==> config.mk <==
export PLATFORM = sky130hd
export DESIGN_NAME = id_token_ctrl
export DESIGN_NICKNAME = d
export VERILOG_FILES = /design/src/rtl/id_token_ctrl.sv
export SDC_FILE = /design/constraint.sdc
export NUM_CORES = 1
export LEC_CHECK = 0
export BUFFER_PORTS_ARGS = -buffer_cell sky130_fd_sc_hd__buf_4
export CORE_MARGIN = 5
export CORE_UTILIZATION = 50
export CTS_BUF_LIST = sky130_fd_sc_hd__clkbuf_8
export CTS_CLUSTER_DIAMETER = 120
export CTS_CLUSTER_SIZE = 25
export DETAILED_ROUTE_END_ITERATION = 10
export MAX_ROUTING_LAYER = met4
export PLACE_DENSITY = 0.79
export SYNTH_ARGS = -nofsm -noshare
export SYNTH_HDL_FRONTEND = slang
export SYNTH_SLANG_ARGS = --single-unit
==> constraint.sdc <==
create_clock -name clk -period 2.5 [get_ports clk]
set_clock_uncertainty 0.2 [all_clocks]
set_input_delay 0.375 -clock clk [delete_from_list [all_inputs] [get_ports clk]]
set_output_delay 0.375 -clock clk [all_outputs]
set_load 0.05 [all_outputs]
==> src/rtl/id_token_ctrl.sv <==
// Identifier tracker: consumes a character stream and hands off one
// (length, overflow, has-digit) record per identifier, stalling input while a record is pending.
module id_token_ctrl #(
  parameter int LEN_W = 4,
  parameter int CNT_W = 8
) (
  input  logic             clk,
  input  logic             rst_n,
  input  logic             clr,
  input  logic             in_valid,
  output logic             in_ready,
  input  logic [7:0]       in_char,
  input  logic             in_last,
  output logic             tok_valid,
  input  logic             tok_ready,
  output logic [LEN_W-1:0] tok_len,
  output logic             tok_ovf,
  output logic             tok_has_digit,
  output logic [CNT_W-1:0] tok_count
);

  localparam logic [1:0] SKIP  = 2'd0;
  localparam logic [1:0] IDENT = 2'd1;
  localparam logic [1:0] HOLD  = 2'd2;

  localparam logic [LEN_W-1:0] LEN_MAX = '1;
  localparam logic [LEN_W-1:0] LEN_ONE = LEN_W'(1);

  logic [1:0]       state_reg;
  logic [LEN_W-1:0] len_reg;
  logic             has_digit_reg;
  logic             ovf_reg;

  logic             is_digit;
  logic             is_alpha;
  logic             accept;
  logic             handshake;
  logic             at_max;
  logic [LEN_W-1:0] len_inc;
  logic             ovf_inc;
  logic             digit_inc;

  assign in_ready  = (state_reg != HOLD);
  assign is_digit  = (in_char >= 8'd48) && (in_char <= 8'd57);
  assign is_alpha  = ((in_char >= 8'd65) && (in_char <= 8'd90)) ||
                     ((in_char >= 8'd97) && (in_char <= 8'd122));
  assign accept    = in_valid && in_ready;
  assign handshake = tok_valid && tok_ready;

  // Running fields as they would be after absorbing the current identifier character.
  assign at_max    = (len_reg == LEN_MAX);
  assign len_inc   = at_max ? len_reg : len_reg + LEN_ONE;
  assign ovf_inc   = ovf_reg | at_max;
  assign digit_inc = has_digit_reg | is_digit;

  always_ff @(posedge clk or negedge rst_n) begin
    if (!rst_n) begin
      state_reg     <= SKIP;
      len_reg       <= '0;
      has_digit_reg <= 1'b0;
      ovf_reg       <= 1'b0;
      tok_valid     <= 1'b0;
      tok_len       <= '0;
      tok_ovf       <= 1'b0;
      tok_has_digit <= 1'b0;
      tok_count     <= '0;
    end else if (clr) begin
      state_reg     <= SKIP;
      len_reg       <= '0;
      has_digit_reg <= 1'b0;
      ovf_reg       <= 1'b0;
      tok_valid     <= 1'b0;
      tok_len       <= '0;
      tok_ovf       <= 1'b0;
      tok_has_digit <= 1'b0;
      tok_count     <= '0;
    end else begin
      case (state_reg)
        SKIP: begin
          if (accept && is_alpha) begin
            len_reg       <= LEN_ONE;
            has_digit_reg <= 1'b0;
            ovf_reg       <= 1'b0;
            if (in_last) begin
              state_reg     <= HOLD;
              tok_valid     <= 1'b1;
              tok_len       <= LEN_ONE;
              tok_ovf       <= 1'b0;
              tok_has_digit <= 1'b0;
            end else begin
              state_reg <= IDENT;
            end
          end
        end
        IDENT: begin
          if (accept) begin
            if (is_alpha || is_digit) begin
              len_reg       <= len_inc;
              ovf_reg       <= ovf_inc;
              has_digit_reg <= digit_inc;
              if (in_last) begin
                state_reg     <= HOLD;
                tok_valid     <= 1'b1;
                tok_len       <= len_inc;
                tok_ovf       <= ovf_inc;
                tok_has_digit <= digit_inc;
              end
            end else begin
              // Terminator is swallowed; the record reflects the identifier before it.
              state_reg     <= HOLD;
              tok_valid     <= 1'b1;
              tok_len       <= len_reg;
              tok_ovf       <= ovf_reg;
              tok_has_digit <= has_digit_reg;
            end
          end
        end
        HOLD: begin
          if (handshake) begin
            state_reg <= SKIP;
            tok_valid <= 1'b0;
            tok_count <= tok_count + CNT_W'(1);
          end
        end
        default: begin
          state_reg <= SKIP;
          tok_valid <= 1'b0;
        end
      endcase
    end
  end

endmodule

==> flow_summary.yaml, run 1 <==
clocking:
  clk_latency_ps: 260
  ctsResizeCount: 0
  clk_pin_slew_ps: 80
  cts-root-buf: "clkbuf_8"
  clock-sinks: 23
  cts_hold_buf: 1
  post-cts-setup-buffers: 0
  tritoncts: "built"
  cts_buffers: 3
  cts_max_level: 1
  clockBufferDepth: 2
timing:
  fmax_mhz: 485
  holdWs_ps: 215
  maxSlewViolCount: 0
  worst_slack_ps: 438
  slew_headroom_pct: 69.0
  tightest_slew_ps: 461
  period_needed_ps: 2060
  grt_setup_unrepaired: "false"
  fin_setup_tns_ps: 0
  hold_viol_final: 0
  post-route-period-util_pct: 82.5
  setup_violations: 0
synth:
  synth_seq_cells: 23
  syn_nets: 169
  ys_types: 49
  syn_inst: 153
  syn_area_um2: 1440
  yosys_most_used_dff: "dfrtp_1"
  yosysWarnings: 0
  async_flop_share_pct: 100
  ys_seq_area_share_pct: 40.1
  synth_edf_count: 0
  syn_area_per_cell_um2: 9.38
grt:
  grt_pass1_wl_mm: 5.55
  antenna_found_initial: 0
  grt_pass1_vias: 1327
  grt.overflow.total: 0
  grt_max_degree: 24
  grt_util_all_layers_pct: 16.8
floorplan:
  die_w_um: 63.6
  placementRows: 19
  start_util_pct: 52.0
  die_h_um: 63.6
  coreArea_um2: 2760
  dieArea_um2: 4040
  io_pins: 30
detailed_routing:
  routed_wl_mm: 3.11
  via_per_inst: 5.94
  dr.first_iter.drc_count: 45
  remaining_drc_errors: 0
  ant_nets: 0
  wire_per_inst_um: 14.4
  via_count: 1284
  first_pass_iters: 4
cells_and_area:
  largest_reg_flops: 8
  drive_above_1_share_pct: 27.0
  area_growth_pct: 21.9
  stdcell_area_um2: 1750
  final_cell_mix: "buf_4 (34), dfrtp_1 (23), nor2_1 (15)"
  fillerInstances: 229
  final_common_cell: "buf_4"
  fin_util_pct: 63.4
  final_cells: 216
  fin_nets: 202
  n_antenna_cell: 0
placed_design:
  place_ws_ps: 145
  dp_hpwl_mm: 2.39
  placed_cells: 211
  place_area_um2: 1690
  portBuffers: 29
  gp_congestion: 0.876
critical_path:
  arrival_ps: 2010
  crit_required_ps: 2450
  cp-end-kind: "flip-flop"
  cp_max_fo: 7
  startpoint_type: "input port"
  worstSetupPathType: "input port to flip-flop"
job:
  maxCapViolations: 0
power_and_ir_drop:
  power_density_nw_per_um2: 455
  p_leak_nw: 0.803
  vdd_drop_max_uv: 362
  p_total_uw: 796
hold_path:
  hp-class: "input port to flip-flop"
status:
  status: "completed"
## power by group
part           total (mW)  switching (mW)  internal (mW)
registers           0.395          0.0130          0.382
logic               0.176           0.105         0.0712
clock network       0.225           0.114          0.111
total               0.796           0.232          0.564
## Yosys cell counts, types with 2 or more instances
master     n  area, um^2
nor3_1     2        10.0
nand3_1    5        25.0
a31oi_1    2        12.5
and3_1     2        12.5
o21a_1     2        15.0
inv_1      8        30.0
dfrtp_1   23         576
nand4_1    2        12.5
and4_1     2        17.5
o21ai_0    9        45.0
ha_1       2        25.0
mux2_4     3        45.0
xor2_1     4        35.0
mux2i_1    5        50.1
nor2b_1    2        12.5
a21o_1     2        15.0
nor2_1    15        56.3
nand2_1   11        41.3
a21oi_1   12        60.1
clkbuf_1   4        15.0
a211oi_1   4        30.0
o221ai_2   2        30.0
or3_1      2        12.5
nand2b_1   2        12.5
o211ai_1   2        15.0
## path summary, 6_finish.rpt
path / from / to / slack, ps / cells after the start
max: in_char[4] / tok_len[1] / 440 / 6
min in group asynchronous: rst_n / tok_len[0] / 340 / 2
min reg2reg: has_digit_reg / has_digit_reg / 310 / 2
min: clr / tok_count[7] / 220 / 2
max in group asynchronous: rst_n / len_reg[1] / 1530 / 2
max reg2reg: len_reg[0] / tok_len[1] / 510 / 5
## routing by layer
metal  routed length [um]  part of all wire (%)  GRT usage [%]
met4                   34                   1.1           5.45
met5                    0                     0              -
met2                 1480                    47           27.9
met3                  186                   6.0           2.49
met1                 1410                    45           21.0
## area by class of cell
class / instances / area (um^2) / area share [%]
clock buffers: 3 / 41.3 / 2.36
repair buffers: 35 / 265 / 15.2
flip-flops and latches: 23 / 576 / 32.9
clock inverters: 1 / 5.00 / 0.286
well taps: 31 / 38.8 / 2.22
inverters: 8 / 30.0 / 1.72
multi-input cells: 115 / 793 / 45.4
## cell families (layout without fill, tap and decap cells)
| kind of cell | after synthesis | count (layout) | share of synthesized area, % |
|---|---|---|---|
| mux | 8 | 8 | 6.63 |
| flops | 23 | 23 | 40.1 |
| compound gates | 48 | 48 | 24.2 |
| buf+inv | 15 | 47 | 4.62 |
| fa+ha+maj | 2 | 2 | 1.74 |
| xor+xnor | 5 | 5 | 3.05 |
| simple gates | 52 | 52 | 19.6 |
## critical path, cell delays in order
cell	delay, ps
buf_4	120
or4_4	540
o21ai_2	140
o221ai_2	150
a21oi_4	350
mux2_4	330
No activity file was read; power rests on OpenSTA's default activity.
==> run 2: changes to the inputs <==
--- a/config.mk
+++ b/config.mk
@@ -13,7 +13,7 @@
 export CTS_CLUSTER_SIZE = 25
 export DETAILED_ROUTE_END_ITERATION = 10
 export MAX_ROUTING_LAYER = met4
-export PLACE_DENSITY = 0.79
+export PLACE_DENSITY = 0.82
 export SYNTH_ARGS = -nofsm -noshare
 export SYNTH_HDL_FRONTEND = slang
 export SYNTH_SLANG_ARGS = --single-unit
==> constraint.sdc (replaced) <==
create_clock -name clk -period 1.8 [get_ports clk]
set_clock_uncertainty 0.2 [all_clocks]
set_input_delay 0.27 -clock clk [delete_from_list [all_inputs] [get_ports clk]]
set_output_delay 0.27 -clock clk [all_outputs]
set_load 0.05 [all_outputs]
==> run 2 against run 1 <==
Against the previous run: the flow now finishes with violations (setup timing); first-iteration DRC count grew 110%; sequential share of layout area shrank 4.5 points; die area is the same; via count grew 13%; critical path depth is the same; final cell count grew 11%; critical endpoint unchanged.
==> flow_summary.yaml, run 2 (synthesized netlist as in run 1, its figures left out) <==
detailed_routing:
  dr.first_iter.drc_count: 95
  via_per_inst: 6.06
  routed_wl_mm: 4.32
  ant_nets: 0
  wire_per_inst_um: 18.0
  remaining_drc_errors: 0
  first_pass_iters: 4
  via_count: 1454
cells_and_area:
  final_common_cell: "buf_4"
  drive_above_1_share_pct: 43.1
  stdcell_area_um2: 2040
  final_cells: 240
  fillerInstances: 211
  largest_reg_flops: 8
  final_cell_mix: "buf_4 (51), dfrtp_1 (21), nor2_1 (14)"
  area_growth_pct: 41.9
  fin_nets: 226
  n_antenna_cell: 0
critical_path:
  startpoint_type: "input port"
  crit_chain: "buf_6 -> or4_4 -> o21ai_2 -> o221ai_2 -> a21oi_4 -> mux2_4"
  rr_endpoint: "len_reg[3]"
  rr_worst_depth: 5
  crit_buf_inv: 1
  crit_required_ps: 1760
  arrival_ps: 1800
  cpPeakStageDelay_ps: 550
  crit_slowest_cell: "or4_4"
  r2r-start: "len_reg[1]"
  worstSetupPathType: "input port to flip-flop"
  cp_max_fo: 5
  cp_top_family: "simple AND/OR/NAND/NOR gates"
  rrSetupSlack_ps: -10
  cp-end-kind: "flip-flop"
grt:
  use_met1_pct: 26.3
  grt_pass1_wl_mm: 7.16
  grt.overflow.total: 0
  met3_usage_pct: 4.80
  busiest_layer: "met2"
  antenna_found_initial: 0
  grt_max_degree: 24
  gr-usage-met2_pct: 39.6
  grt_pass1_vias: 1529
  grt_util_all_layers_pct: 22.5
floorplan:
  io_pins: 30
  placementRows: 19
  coreArea_um2: 2760
  die_h_um: 63.6
  dieArea_um2: 4040
  die_w_um: 63.6
  start_util_pct: 52.0
power_and_ir_drop:
  power_density_nw_per_um2: 588
  switching_power_uw: 364
  power.share.combinational_pct: 27.6
  p_total_mw: 1.20
  p_leak_nw: 0.927
  vdd_drop_max_uv: 676
  power_frac_seq_pct: 45.8
  intPower_uw: 833
  pwr-share-clk_pct: 26.5
  power.share.switching_pct: 30.4
placed_design:
  dp_hpwl_mm: 3.06
  gp_congestion: 0.941
  place_area_um2: 1850
  placed_cells: 230
  place_ws_ps: -375
  portBuffers: 29
timing:
  tightest_slew_ps: 380
  fmax_mhz: 542
  post-route-period-util_pct: 103
  maxSlewViolCount: 0
  period_needed_ps: 1850
  slew_headroom_pct: 74.4
  setup_violations: 8
  worst_slack_ps: -45.5
  hold_viol_final: 0
  grt_setup_unrepaired: "true"
clocking:
  tritoncts: "built"
  clk_pin_slew_ps: 80
  clk_latency_ps: 270
  cts_buffers: 3
  cts-root-buf: "clkbuf_8"
  clockBufferDepth: 2
  clock-sinks: 23
  cts_max_level: 1
hold_path:
  min_from: "clr"
  hold_depth: 2
  hp-class: "input port to flip-flop"
  min_to: "tok_count[2]"
job:
  maxCapViolations: 0
status:
  violations: "setup timing"
  status: "complete, but fails checks"
## run 2: changes by cell type in the layout (fill, tap and decap cells not counted), moves of 2 or more
cell and delta:
buf_4 +17, buf_6 +7, dfrtp_1 -2, dfrtp_2 +2, o21ai_0 -3, o21ai_1 +3
## run 2: per-layer routing
layer,share of wire (%),routed length (um),vias up
met1,38,1650,693
met3,6.0,261,12
met2,54,2320,72
met5,0,0,-
li1,-,-,677
met4,2.2,94,0
## run 2: final cells by class
cell class                      count  area (um^2)  share of cell area (%)
Sequential cell                    23          578                    28.4
Timing Repair Buffer               59          472                    23.2
Inverter                            8         30.0                    1.47
Multi-Input combinational cell    115          873                    42.9
Clock inverter                      1         3.75                   0.184
Tap cell                           31         38.8                    1.90
Clock buffer                        3         41.3                    2.03
## run 2: power by group through the flow
| stage | registers (mW) | logic [mW] | clock network (mW) |
|---|---|---|---|
| 3_5_place_dp | 0.557 | 0.285 | 0 |
| 6_report | 0.549 | 0.331 | 0.318 |
| 3_3_place_gp | 0.556 | 0.275 | 0 |
| 5_1_grt | 0.552 | 0.351 | 0.357 |
| 4_1_cts | 0.547 | 0.312 | 0.322 |
| 2_1_floorplan | 0.580 | 0.140 | 0 |
## run 2: timing repair
action | CTS | global route
cloned | 1 | 0
endpoints found under the hold margin | 23 | 0
setup endpoints to repair | 11 | 19
pin swaps | 3 | 6
hold buffers | 1 | 0
gates resized for setup | 11 | 14
buffers inserted | 3 | 1
## run 2: through the flow
step	utilization, %	hold slack (ps)	setup TNS (ps)
4_1_cts	72.1	114	-196
3_5_place_dp	67.1	-17.9	-4640
6_report	73.9	124	-237
5_1_grt	73.9	124	-964
2_1_floorplan	-	-226	-728
3_3_place_gp	67.1	-23.4	-3640
## run 2: worst register-to-register path, cell delays in order (launching register included)
cell and delay (ps):
dfrtp_1 370, ha_2 230, nor2b_1 70, a41oi_2 240
or3b_2 470, a21oi_1 150
## run 2: worst max path at each step
stage / to / start / cells past startpoint / slack, ps
3_5_place_dp: tok_len[1] / in_char[4] / 7 / -380
4_1_cts: tok_len[1] / in_char[4] / 7 / -60
3_3_place_gp: tok_len[0] / in_char[4] / 7 / -310
5_1_grt: tok_has_digit / in_char[4] / 7 / -130
2_1_floorplan: tok_len[0] / in_char[4] / 5 / -180
6_report: tok_len[1] / in_char[4] / 6 / -50
==> run 3: changes to the inputs <==
--- a/config.mk
+++ b/config.mk
@@ -7,13 +7,13 @@
 export LEC_CHECK = 0
 export BUFFER_PORTS_ARGS = -buffer_cell sky130_fd_sc_hd__buf_4
 export CORE_MARGIN = 5
-export CORE_UTILIZATION = 50
+export CORE_UTILIZATION = 47
 export CTS_BUF_LIST = sky130_fd_sc_hd__clkbuf_8
 export CTS_CLUSTER_DIAMETER = 120
 export CTS_CLUSTER_SIZE = 25
 export DETAILED_ROUTE_END_ITERATION = 10
 export MAX_ROUTING_LAYER = met4
-export PLACE_DENSITY = 0.82
+export PLACE_DENSITY = 0.78
 export SYNTH_ARGS = -nofsm -noshare
 export SYNTH_HDL_FRONTEND = slang
 export SYNTH_SLANG_ARGS = --single-unit
==> run 3 against run 2 <==
Against the previous run: the run still ends with setup timing left; routed wire length decreased by 6.2%; critical path depth is 2 higher; critical path type unchanged; sequential share of layout area down 0.54 points; largest power group unchanged.
==> flow_summary.yaml, run 3 (synthesized netlist as in run 1, its figures left out) <==
status:
  status: "complete, but fails checks"
  violations: "setup timing"
floorplan:
  placementRows: 20
  die_h_um: 65.3
  die_w_um: 65.3
  io_pins: 30
  dieArea_um2: 4260
  coreArea_um2: 3000
  start_util_pct: 47.8
grt:
  antenna_found_initial: 0
  grt_max_degree: 24
  grt.overflow.total: 0
  grt_pass1_vias: 1486
  grt_util_all_layers_pct: 20.5
  grt_pass1_wl_mm: 6.73
cells_and_area:
  drive_above_1_share_pct: 44.3
  final_cells: 245
  n_antenna_cell: 0
  final_common_cell: "buf_4"
  area_growth_pct: 44.4
  fin_nets: 229
  final_cell_mix: "buf_4 (55), dfrtp_1 (22), nor2_1 (14)"
  fin_util_pct: 69.0
  largest_reg_flops: 8
critical_path:
  arrival_ps: 1850
  r2r-start: "state_reg[1]"
  cp-end-kind: "flip-flop"
  cp_max_fo: 5
  rrSetupSlack_ps: -10
  startpoint_type: "input port"
  worstSetupPathType: "input port to flip-flop"
  crit_required_ps: 1760
  rr_worst_depth: 5
  rr_endpoint: "tok_len[0]"
timing:
  period_needed_ps: 1890
  hold_viol_final: 0
  worst_slack_ps: -86.9
  tightest_slew_ps: 385
  slew_headroom_pct: 74.1
  grt_setup_unrepaired: "true"
  holdWs_ps: 111
  setup_violations: 8
  post-route-period-util_pct: 105
  maxSlewViolCount: 0
  fmax_mhz: 530
  fin_setup_tns_ps: -458
power_and_ir_drop:
  p_leak_nw: 0.944
  power.share.switching_pct: 30.4
  pwr-share-clk_pct: 27.0
  vdd_drop_max_uv: 480
  power_frac_seq_pct: 45.2
  intPower_uw: 838
  switching_power_uw: 365
  power.share.combinational_pct: 27.8
  power_density_nw_per_um2: 581
detailed_routing:
  remaining_drc_errors: 0
  route.met3.wl_um: 215
  via_per_inst: 5.89
  ant_nets: 0
  via_count: 1442
  wl_met2_mm: 2.13
  top_layer: "met4"
  wl_met1_mm: 1.64
  first_pass_iters: 4
  dr.first_iter.drc_count: 55
  routed_wl_mm: 4.05
  wire_per_inst_um: 16.5
placed_design:
  dp_hpwl_mm: 2.90
  portBuffers: 29
  gp_congestion: 0.912
  placed_cells: 236
clocking:
  tritoncts: "built"
  clockBufferDepth: 2
  clk_latency_ps: 260
  cts-root-buf: "clkbuf_8"
  clk_pin_slew_ps: 90
  cts_buffers: 3
  cts_max_level: 1
  clock-sinks: 23
job:
  maxCapViolations: 0
hold_path:
  hold_depth: 2
  hp-class: "input port to flip-flop"
  min_to: "len_reg[3]"
  min_from: "clr"
==> run 3: timing repair <==
item                                    4_1_cts  5_1_grt
endpoints found under the hold margin        23        0
endpoints found under the setup margin       15       17
hold buffers                                  1        0
setup buffers                                 4        1
gates resized for setup                      16       12
pin swaps                                     8        7
==> run 3: worst max-delay path by stage <==
stage                    start          to  cells past startpoint
finish              in_char[1]  tok_len[0]                      8
global route        in_char[1]  tok_len[2]                      7
CTS                 in_char[1]  tok_len[3]                      8
detailed placement  in_char[4]  tok_len[0]                      7
global placement    in_char[4]  tok_len[1]                      7
floorplan           in_char[4]  tok_len[0]                      5
==> run 3: per-layer routing <==
layer  track usage (%)  vias up
met2              35.3       57
li1                  -      680
met1              24.3      695
met3              3.93       10
met4              5.96        0
met5                 -        -
==> run 3: power groups by stage <==
stage          sequential, mW  clock, mW  combinational, mW
6_report                0.544      0.325              0.335
5_1_grt                 0.546      0.359              0.356
4_1_cts                 0.544      0.326              0.314
3_5_place_dp            0.554          0              0.290
3_3_place_gp            0.554          0              0.282
2_1_floorplan           0.580          0              0.140
==> run 3: worst max-delay path: stages <==
cell and delay (ps):
buf_6 100, or4_4 560, o221ai_4 160, buf_6 150, buf_4 110, and4_1 180, nor3_2 50, mux2_4 250
==> run 3: cell type report <==
type                       count  area [um^2]
tap                           33         41.3
clock buffer                   3         41.3
inverter                       8         30.0
clock inverter                 1         5.00
timing repair buffer          62          490
fill                         241          931
multi-input combinational    115          887
sequential                    23          577
==> run 3: stage by stage <==
step | setup slack, ps | cell area [um^2] | total power [mW]
after CTS | -75.6 | 2010 | 1.18
after global routing | -141 | 2070 | 1.26
after detailed placement | -379 | 1880 | 0.844
after floorplan | -178 | 1450 | 0.719
final | -86.9 | 2070 | 1.20
after global placement | -317 | 1880 | 0.836
